`config.mk`:
```
export PLATFORM = sky130hd
export DESIGN_NAME = baud_gen_arbiter
export DESIGN_NICKNAME = d
export VERILOG_FILES = /design/src/rtl/baud_gen_arbiter.sv
export SDC_FILE = /design/constraint.sdc
export NUM_CORES = 1
export LEC_CHECK = 0
export CORE_UTILIZATION = 53
export CTS_BUF_LIST = sky130_fd_sc_hd__clkbuf_4
export DETAILED_ROUTE_END_ITERATION = 16
export PLACE_DENSITY = 0.95
export SETUP_SLACK_MARGIN = 0.4
export SYNTH_ARGS = -nofsm -noshare
export SYNTH_HDL_FRONTEND = slang
export SYNTH_SLANG_ARGS = --single-unit
```
`constraint.sdc`:
```
create_clock -name clk -period 3.86 [get_ports clk]
set_input_delay 0.386 -clock clk [delete_from_list [all_inputs] [get_ports clk]]
set_output_delay 0.386 -clock clk [all_outputs]
set_load 0.01 [all_outputs]
```
`src/rtl/baud_gen_arbiter.sv`:
```
// ---------------------------------------------------------------------------
// baud_gen_arbiter
//
// Shares one baud clock generator (clk_gen) among NUM_REQ UART channel
// controllers. A round-robin arbiter picks an owner. The owner's requested
// baud is programmed onto the generator while the generator is held in reset.
// After SETTLE_EDGES rising edges of the returned tx_clk, ready is raised.
// It stays up until the owner releases, drops its request, changes its baud,
// or is preempted by the optional hold limit.
//
// Handshake: a requester raises req_i[i] and keeps it high while it wants the
// generator. grant_o[i] marks it as owner. The baud is only usable while
// ready_o=1. The owner ends ownership with a one-cycle release_i[i] pulse or
// by dropping req_i[i]. grant_o and ready_o then fall together on the next
// clock edge.
//
// Ports:
//   clk            system clock
//   rst            synchronous active-high reset
//   req_i          level request per requester
//   release_i      one-cycle release pulse per requester (owner only)
//   req_baud_i     requested baud, requester i at [17*i+16:17*i]
//   gen_tx_clk_i   tx_clk returned from the generator
//   gen_baud_o     baud driven to the generator
//   gen_rst_o      generator reset (active high)
//   grant_o        one-hot owner (registered)
//   ready_o        generator settled at the owner's baud
//   timeout_err_o  one-cycle pulse: owner preempted by the hold limit
//   state_o        FSM state (0 IDLE, 1 PROG, 2 SETTLE, 3 OWN) for debug
// ---------------------------------------------------------------------------
module baud_gen_arbiter #(
    parameter int NUM_REQ      = 4,
    parameter int SETTLE_EDGES = 2,
    parameter int MAX_HOLD     = 0
) (
    input  logic                   clk,
    input  logic                   rst,
    input  logic [NUM_REQ-1:0]     req_i,
    input  logic [NUM_REQ-1:0]     release_i,
    input  logic [17*NUM_REQ-1:0]  req_baud_i,
    input  logic                   gen_tx_clk_i,
    output logic [16:0]            gen_baud_o,
    output logic                   gen_rst_o,
    output logic [NUM_REQ-1:0]     grant_o,
    output logic                   ready_o,
    output logic [NUM_REQ-1:0]     timeout_err_o,
    output logic [1:0]             state_o
);

    localparam int IW = (NUM_REQ > 1) ? $clog2(NUM_REQ) : 1;
    localparam int EW = $clog2(SETTLE_EDGES + 1);
    localparam int HW = (MAX_HOLD > 0) ? $clog2(MAX_HOLD + 1) : 1;

    localparam logic [16:0]   BAUD_RST    = 17'd9600;
    localparam logic [IW-1:0] PTR_RST     = IW'(NUM_REQ - 1);
    localparam logic [EW-1:0] SETTLE_LAST = EW'(SETTLE_EDGES - 1);
    localparam logic [HW-1:0] HOLD_LIMIT  = HW'(MAX_HOLD);

    typedef enum logic [1:0] {
        S_IDLE   = 2'd0,
        S_PROG   = 2'd1,
        S_SETTLE = 2'd2,
        S_OWN    = 2'd3
    } state_e;

    state_e               state_q, state_d;
    logic [IW-1:0]        ptr_q, ptr_d;
    logic [IW-1:0]        idx_q, idx_d;
    logic [16:0]          baud_q, baud_d;
    logic [EW-1:0]        edge_cnt_q, edge_cnt_d;
    logic [HW-1:0]        hold_cnt_q, hold_cnt_d;
    logic                 tx_prev_q, tx_prev_d;
    logic [NUM_REQ-1:0]   grant_q, grant_d;
    logic                 ready_q, ready_d;
    logic                 gen_rst_q, gen_rst_d;
    logic [16:0]          gen_baud_q, gen_baud_d;
    logic [NUM_REQ-1:0]   timeout_q, timeout_d;

    logic                 tx_edge;
    logic [NUM_REQ-1:0]   owner_mask;
    logic                 own_req, own_rel, others_req;
    logic [16:0]          own_baud;
    logic [HW-1:0]        hold_next;
    logic                 hold_hit;
    logic                 win_found;
    logic [IW-1:0]        win_idx;
    logic [IW-1:0]        cand;

    function automatic logic [NUM_REQ-1:0] onehot(input logic [IW-1:0] i);
        onehot = NUM_REQ'(1) << i;
    endfunction

    function automatic logic [16:0] baud_of(input logic [17*NUM_REQ-1:0] bus,
                                            input logic [IW-1:0] i);
        baud_of = '0;
        for (int k = 0; k < NUM_REQ; k++) begin
            if (IW'(k) == i) baud_of = bus[17*k +: 17];
        end
    endfunction

    // tx_prev is held at 0 while the generator is in reset, so a tx_clk
    // that is already high when reset lifts counts as the first edge.
    assign tx_edge   = gen_tx_clk_i & ~tx_prev_q;
    assign tx_prev_d = gen_rst_q ? 1'b0 : gen_tx_clk_i;

    assign owner_mask = onehot(idx_q);
    assign own_req    = |(req_i & owner_mask);
    assign own_rel    = |(release_i & owner_mask);
    assign others_req = |(req_i & ~owner_mask);
    assign own_baud   = baud_of(req_baud_i, idx_q);

    // The hold count is kept across a baud change, so an owner cannot
    // dodge the limit by reprogramming. It saturates at the limit.
    assign hold_next = (state_q == S_OWN && tx_edge && hold_cnt_q != HOLD_LIMIT)
                       ? hold_cnt_q + 1'b1 : hold_cnt_q;
    assign hold_hit  = (MAX_HOLD > 0) && (hold_next == HOLD_LIMIT);

    // Round-robin search starting just after the last owner.
    always_comb begin
        win_found = 1'b0;
        win_idx   = ptr_q;
        cand      = ptr_q;
        for (int k = 1; k <= NUM_REQ; k++) begin
            cand = IW'((int'(ptr_q) + k) % NUM_REQ);
            if (!win_found && req_i[cand]) begin
                win_found = 1'b1;
                win_idx   = cand;
            end
        end
    end

    // State register
    always_ff @(posedge clk) begin
        if (rst) begin
            state_q    <= S_IDLE;
            ptr_q      <= PTR_RST;
            idx_q      <= '0;
            baud_q     <= BAUD_RST;
            edge_cnt_q <= '0;
            hold_cnt_q <= '0;
            tx_prev_q  <= 1'b0;
            grant_q    <= '0;
            ready_q    <= 1'b0;
            gen_rst_q  <= 1'b1;
            gen_baud_q <= BAUD_RST;
            timeout_q  <= '0;
        end else begin
            state_q    <= state_d;
            ptr_q      <= ptr_d;
            idx_q      <= idx_d;
            baud_q     <= baud_d;
            edge_cnt_q <= edge_cnt_d;
            hold_cnt_q <= hold_cnt_d;
            tx_prev_q  <= tx_prev_d;
            grant_q    <= grant_d;
            ready_q    <= ready_d;
            gen_rst_q  <= gen_rst_d;
            gen_baud_q <= gen_baud_d;
            timeout_q  <= timeout_d;
        end
    end

    // Next-state logic. Exit priority: release/drop > timeout > baud change.
    always_comb begin
        state_d    = state_q;
        ptr_d      = ptr_q;
        idx_d      = idx_q;
        baud_d     = baud_q;
        edge_cnt_d = edge_cnt_q;
        hold_cnt_d = hold_cnt_q;
        timeout_d  = '0;
        unique case (state_q)
            S_IDLE: begin
                edge_cnt_d = '0;
                hold_cnt_d = '0;
                if (win_found) begin
                    idx_d   = win_idx;
                    baud_d  = baud_of(req_baud_i, win_idx);
                    state_d = S_PROG;
                end
            end
            default: begin
                hold_cnt_d = hold_next;
                if (own_rel || !own_req) begin
                    state_d = S_IDLE;
                    ptr_d   = idx_q;
                end else if (hold_hit && others_req) begin
                    timeout_d = owner_mask;
                    state_d   = S_IDLE;
                    ptr_d     = idx_q;
                end else begin
                    case (state_q)
                        S_PROG: begin
                            edge_cnt_d = '0;
                            state_d    = S_SETTLE;
                        end
                        S_SETTLE: begin
                            if (tx_edge) begin
                                if (edge_cnt_q == SETTLE_LAST) begin
                                    edge_cnt_d = '0;
                                    state_d    = S_OWN;
                                end else begin
                                    edge_cnt_d = edge_cnt_q + 1'b1;
                                end
                            end
                        end
                        S_OWN: begin
                            // Reprogram in place: grant is kept, no rearbitration.
                            if (own_baud != baud_q) begin
                                baud_d  = own_baud;
                                state_d = S_PROG;
                            end
                        end
                        default: ;
                    endcase
                end
            end
        endcase
    end

    // Output logic: Moore outputs of the next state, registered, so every
    // output changes on the same edge as the state it belongs to.
    always_comb begin
        grant_d    = (state_d == S_IDLE) ? '0 : onehot(idx_d);
        ready_d    = (state_d == S_OWN);
        gen_rst_d  = (state_d == S_IDLE) || (state_d == S_PROG);
        gen_baud_d = (state_d == S_PROG) ? baud_d : gen_baud_q;
    end

    assign grant_o       = grant_q;
    assign ready_o       = ready_q;
    assign gen_rst_o     = gen_rst_q;
    assign gen_baud_o    = gen_baud_q;
    assign timeout_err_o = timeout_q;
    assign state_o       = state_q;

endmodule

```
# Word level (Yosys, flattened, before mapping)
# Index checks and enable logic that the tools add are counted.
[classes] n_mux=41 bitwise_logic=6 n_eq_ne=14 n_lt_le_gt_ge=4 n_reduce_logical=21 shifts=2 addsub=5
[ops] cell="$mux 17" n=13
[ops] cell="$mux 2" n=14
[ops] cell="$ne 17x17->1" n=1
[ops] cell="$lt 2x3->1 const B" n=4
[ops] cell="$and 4x4->4" n=2
[ops] cell="$bmux 1 s2" n=4
[ops] cell="$eq 2x2->1 const A" n=4
[ops] cell="$logic_not 2->1" n=4
[ops] cell="$mux 1" n=8
[ops] cell="$reduce_or 4->1" n=2
[ops] cell="$shl 1x2->4 const A" n=2
[ops] cell="$add 2x1->2 const B" n=3
[ops] cell="$eq 2x1->1 const B" n=3
[ops] cell="$eq 2x2->1 const B" n=3
[ops] cell="$pmux 2 s3" n=1
[ops] cell="$reduce_or 2->1" n=3
[ops] cell="$add 2x2->2 const B" n=2
[ops] cell="$eq 1x2->1 const A" n=2
[ops] cell="$logic_not 1->1" n=4
[ops] cell="$pmux 2 s2" n=1
[ops] cell="$logic_and 1x1->1" n=3
[ops] cell="$not 1->1" n=3
[ops] cell="$reduce_and 3->1" n=1
[ops] cell="$logic_or 1x1->1" n=2
[ops] cell="other kinds (4)" n=4
[totals] elab_cells=103 regBits=49 out_inout_bits=29 inputBits=79

# Logic depth before layout (Yosys ltp)
[logic_depth] depth_word=20 ltp_mapped=11 mapped_depth_nobuf=9

# Worst setup path before layout
# Ideal clock, no wire load.
[synth_path] kind="reg2reg" start="register idx_q[0]" end="register gen_baud_q[11], in the netlist gen_baud_o[11]" arrival_time_ns=2.238 setup_slack_ns=1.498 setup_time_ns=0.124 stages_incl_launch_ff=10 required_ns=3.736 path_buffers=2 path_cell_list="dfxtp_1 buf_6 mux4_2 xnor2_1 nand4_1 nor3_4 nand2_2 buf_4 a221oi_2 o31ai_1"
[synth_between] elab_chain_cells=11 word_cells_on_any_way=25 cone_classes="eq/ne (5); shift (1); mux (12); bitwise (2); reduce/logical (5)"
[synth_rtl] element="start, declared" line="68" source="logic [IW-1:0] idx_q, idx_d;"
[synth_rtl] element="start signal, assigned" line="150" source="idx_q <= idx_d;"
[synth_rtl] element="$logic_not 2->1" line="97" source="if (IW'(k) == i) baud_of = bus[17*k +: 17];"
[synth_rtl] element="$mux 17 (4 in a row)" line="97"
[synth_rtl] element="$ne 17x17->1" line="209" source="if (own_baud != baud_q) begin"
[synth_rtl] element="$mux 2" line="209"
[synth_rtl] element="$pmux 2 s3" line="192" source="case (state_q)"
[synth_rtl] element="$mux 2" line="184" source="if (own_rel || !own_req) begin"
[synth_rtl] element="$mux 2" line="172" source="unique case (state_q)"
[synth_rtl] element="$eq 2x1->1" line="227" source="gen_baud_d = (state_d == S_PROG) ? baud_d : gen_baud_q;"
[synth_rtl] element="end signal, assigned" line="158" source="gen_baud_q <= gen_baud_d;"
[synth_rtl] element="end, declared" line="76" source="logic [16:0] gen_baud_q, gen_baud_d;"
# Several ways; a longest one is shown, not always the timed one.
# A chain may end at the register's enable or synchronous reset.

# Final worst setup path
[layout_path] start="register idx_q[1]" end="register gen_baud_q[10], in the netlist gen_baud_o[10]"
# The elaborated chain is that of the path after synthesis.

==> key figures <==
Logic synthesis
  • Synth Area per Inst: 9.39 um2
  • Syn Std Cell Area: 3630 um2
  • Yosys top cell by area: dfxtp_1
  • Dominant cell by count in the synthesized netlist: dfxtp_1
  • Top-area cell type share of the netlist area: 0.271
  • Fraction of synthesis flops using an asynchronous set or reset pin: 0
  • Yosys warnings: 0
  • Post-synth top cells: 49 x dfxtp_1, 37 x and3_1, 23 x mux4_2, 23 x nand2_1, 23 x nor2_1
  • Post-synthesis cell type count: 42
  • Seq/Total Area, Yosys: 0.271
  • Synthesized instance count: 386
  • #FFs+latches synth: 49
  • Number of synthesized flops with an enable pin: 0
  • Main synth FF type: dfxtp_1
  • Dominant cells by area after synthesis: dfxtp_1 27%, mux4_2 14%, and3_1 6.4%

Global route
  • Antenna violations before repair: 0
  • Total Routing Usage GR: 0.299
  • Vias in the first global route: 3473
  • Grt ovf: 0
  • Largest net degree at the start of global routing: 35
  • First-pass GRT wire length: 17.1 mm

Critical path
  • Startpoint types: flip-flop
  • CP Max Fanout: 33
  • CP cell instances: buf_4 -> mux4_2 -> xnor2_1 -> nand4_1 -> nor4_1 -> a211o_1 -> buf_4 -> a21oi_1 -> o31ai_1
  • Critical Path Slowest Stage Cell: dfxtp_1
  • Max stage delay on crit path: 0.85 ns
  • Setup Crit Path Kind: reg -> reg
  • Critical Path End Type: flip-flop
  • Worst Reg-to-Reg Cells: 9
  • Worst flop-to-flop path endpoint: gen_baud_o[10]$_SDFFE_PP1N_
  • WP data arrival: 3.35 ns
  • Most Frequent Cell on Critical Path: buf_4
  • Reg2Reg Setup Slack: 0.81 ns
  • R2r startpoint: idx_q[1]$_SDFF_PP0_
  • Worst Path Required: 4.16 ns

Hold path
  • Hold path endpoint: tx_prev_q$_SDFF_PP0_
  • Hold depth: 1
  • Hold Crit Class: reg -> reg
  • Hold path start: gen_rst_o$_SDFF_PP1_

Routing
  • DRC viols: 0
  • Via count: 3643
  • Post-Route WL: 10.6 mm
  • Starting DRC count in detailed routing: 478
  • Drt pass-1 iters: 13
  • Routed vias/inst: 6.62
  • Average routed wire per standard cell: 19.2 um
  • Detail Route Antenna Nets: 0

Cells and area
  • Fraction of layout cells with a size suffix above 1: 0.116
  • Post-route cell area: 4740 um2
  • Area Overhead vs Synth: 30.8%
  • Register Area: 981 um2
  • Multi-input logic area: 2450 um2
  • Diode count: 0
  • Final net count: 555
  • Fillers: 451
  • Final Util: 0.734

STA
  • Final Skew: 0.00859 ns
  • Final Setup Violations: 0
  • Fmax: 0.327 GHz
  • Tmin final: 3.05 ns
  • Count of pins over their slew limit: 0
  • Slew HR: 0.218
  • Final Hold Viols: 0
  • Setup tns final: 0 ns
  • RSZ-0062 raised after global routing: false
  • Worst-Margin Slew: 1.17 ns
  • Crit share post-route: 0.791

Clock network
  • Post-CTS Setup Inserts: 0
  • Post-CTS Resized: 0
  • Cts hold-fix bufs: 0
  • H-tree depth: 2
  • CTS Buf Count: 5
  • CTS tree: built
  • CTS sink cnt: 49
  • CTS root buffer: clkbuf_4
  • Clock Latency Late Sink: 0.38 ns
  • Clock Tree Buf Depth: 2
  • Clk slew on worst S/H paths: 0.15 ns

Die
  • Die Area: 7180 um2
  • Die Span Y: 84.7 um
  • Area of the core: 6460 um2
  • Initial core utilization: 0.561
  • # rows: 29
  • Num ports: 108
  • Die X: 84.7 um

Power
  • VDD IR max: 0.000218 V
  • Power per cell area: 351 nW/um2
  • Static Leak: 1.92 nW

Placed design
  • Placer Congestion: 0.871
  • IO buf count: 103
  • Placed inst area: 4660 um2
  • Hpwl dp: 7.80 mm

Job
  • MaxCap Viol Count: 0

Status
  • Status: complete, no violations
registers in the layout (all words and copies together), names as in the netlist, 2 cells and up:
| name | cells |
|---|---|
| gen_baud_o | 17 |
| grant_o | 4 |
| idx_q | 2 |
| edge_cnt_q | 2 |
| baud_q | 17 |
| ptr_q | 2 |
| state_o | 2 |
cell families (layout without fill, tap and decap cells):
group,Yosys count,in the layout,synth area share
simple gates,123,123,0.189
buf+inv,43,127,0.0614
compound gates,112,112,0.242
fa+ha+maj,4,4,0.0138
other cells,1,4,0.00103
mux,37,37,0.182
flops,49,49,0.271
xor+xnor,17,17,0.0411
power by group:
group | internal (W) | switching (W) | total [W]
combinational | 0.000380 | 0.000343 | 0.000724
sequential | 0.000572 | 0.0000625 | 0.000634
clock | 0.000134 | 0.000174 | 0.000308
stage by stage:
stage	setup slack, ns	power (W)	hold WS [ns]	std cells
finish	0.806	0.00167	0.443	550
global route	0.625	0.00174	0.461	550
CTS	0.856	0.00165	0.448	550
detailed placement	0.778	0.00135	0.423	542
global placement	0.876	0.00133	0.400	542
floorplan	1.50	0.00109	0.412	389
cell usage in the layout (no fill, tap or decap), drive strengths merged, types with 13 or more instances in the layout:
cell type      Yosys  final
clkdlybuf4s50      0    103
dfxtp             49     49
a211o             14     14
xnor2             17     17
mux4              23     23
nand3b            16     16
o31ai             16     16
a21o              13     13
and3              37     37
mux2i             14     14
a221oi            16     16
a21oi             22     22
nor2              23     23
a211oi            13     13
nand2             24     24
worst max-delay path, delay by kind of cell, from the launching register on:
family / cells / cell delay (ns)
flip-flops: 1 / 0.85
buffers and inverters: 2 / 0.58
AND/OR/NAND/NOR: 2 / 0.53
AO/OA/AOI/OAI: 3 / 0.47
multiplexers: 1 / 0.34
XOR/XNOR: 1 / 0.19
per-layer routing:
metal / global-route usage / wire, um
met5: 0 / 0
met4: 0.0955 / 241
met3: 0.0698 / 1150
met2: 0.488 / 5010
met1: 0.395 / 4160
worst max path at each step:
stage          slack (ns)           startpoint  cells after the start                     endpoint
6_report             0.81  idx_q[1]$_SDFF_PP0_                      9  gen_baud_o[10]$_SDFFE_PP1N_
5_1_grt              0.63  idx_q[1]$_SDFF_PP0_                      9  gen_baud_o[10]$_SDFFE_PP1N_
4_1_cts              0.86  idx_q[1]$_SDFF_PP0_                      9  gen_baud_o[10]$_SDFFE_PP1N_
3_5_place_dp         0.78             req_i[1]                      9  gen_baud_o[10]$_SDFFE_PP1N_
3_3_place_gp         0.88             req_i[0]                      9   gen_baud_o[9]$_SDFFE_PP0N_
2_1_floorplan        1.50  idx_q[0]$_SDFF_PP0_                      9  gen_baud_o[11]$_SDFFE_PP0N_
cell type report:
| class | instances | share of cell area |
|---|---|---|
| multi-input combinational | 297 | 0.516 |
| timing repair buffer | 113 | 0.236 |
| sequential | 49 | 0.207 |
| tap | 77 | 0.0203 |
| clock inverter | 3 | 0.00870 |
| clock buffer | 5 | 0.00791 |
| inverter | 6 | 0.00475 |
Power figures use the tool's default switching activity.
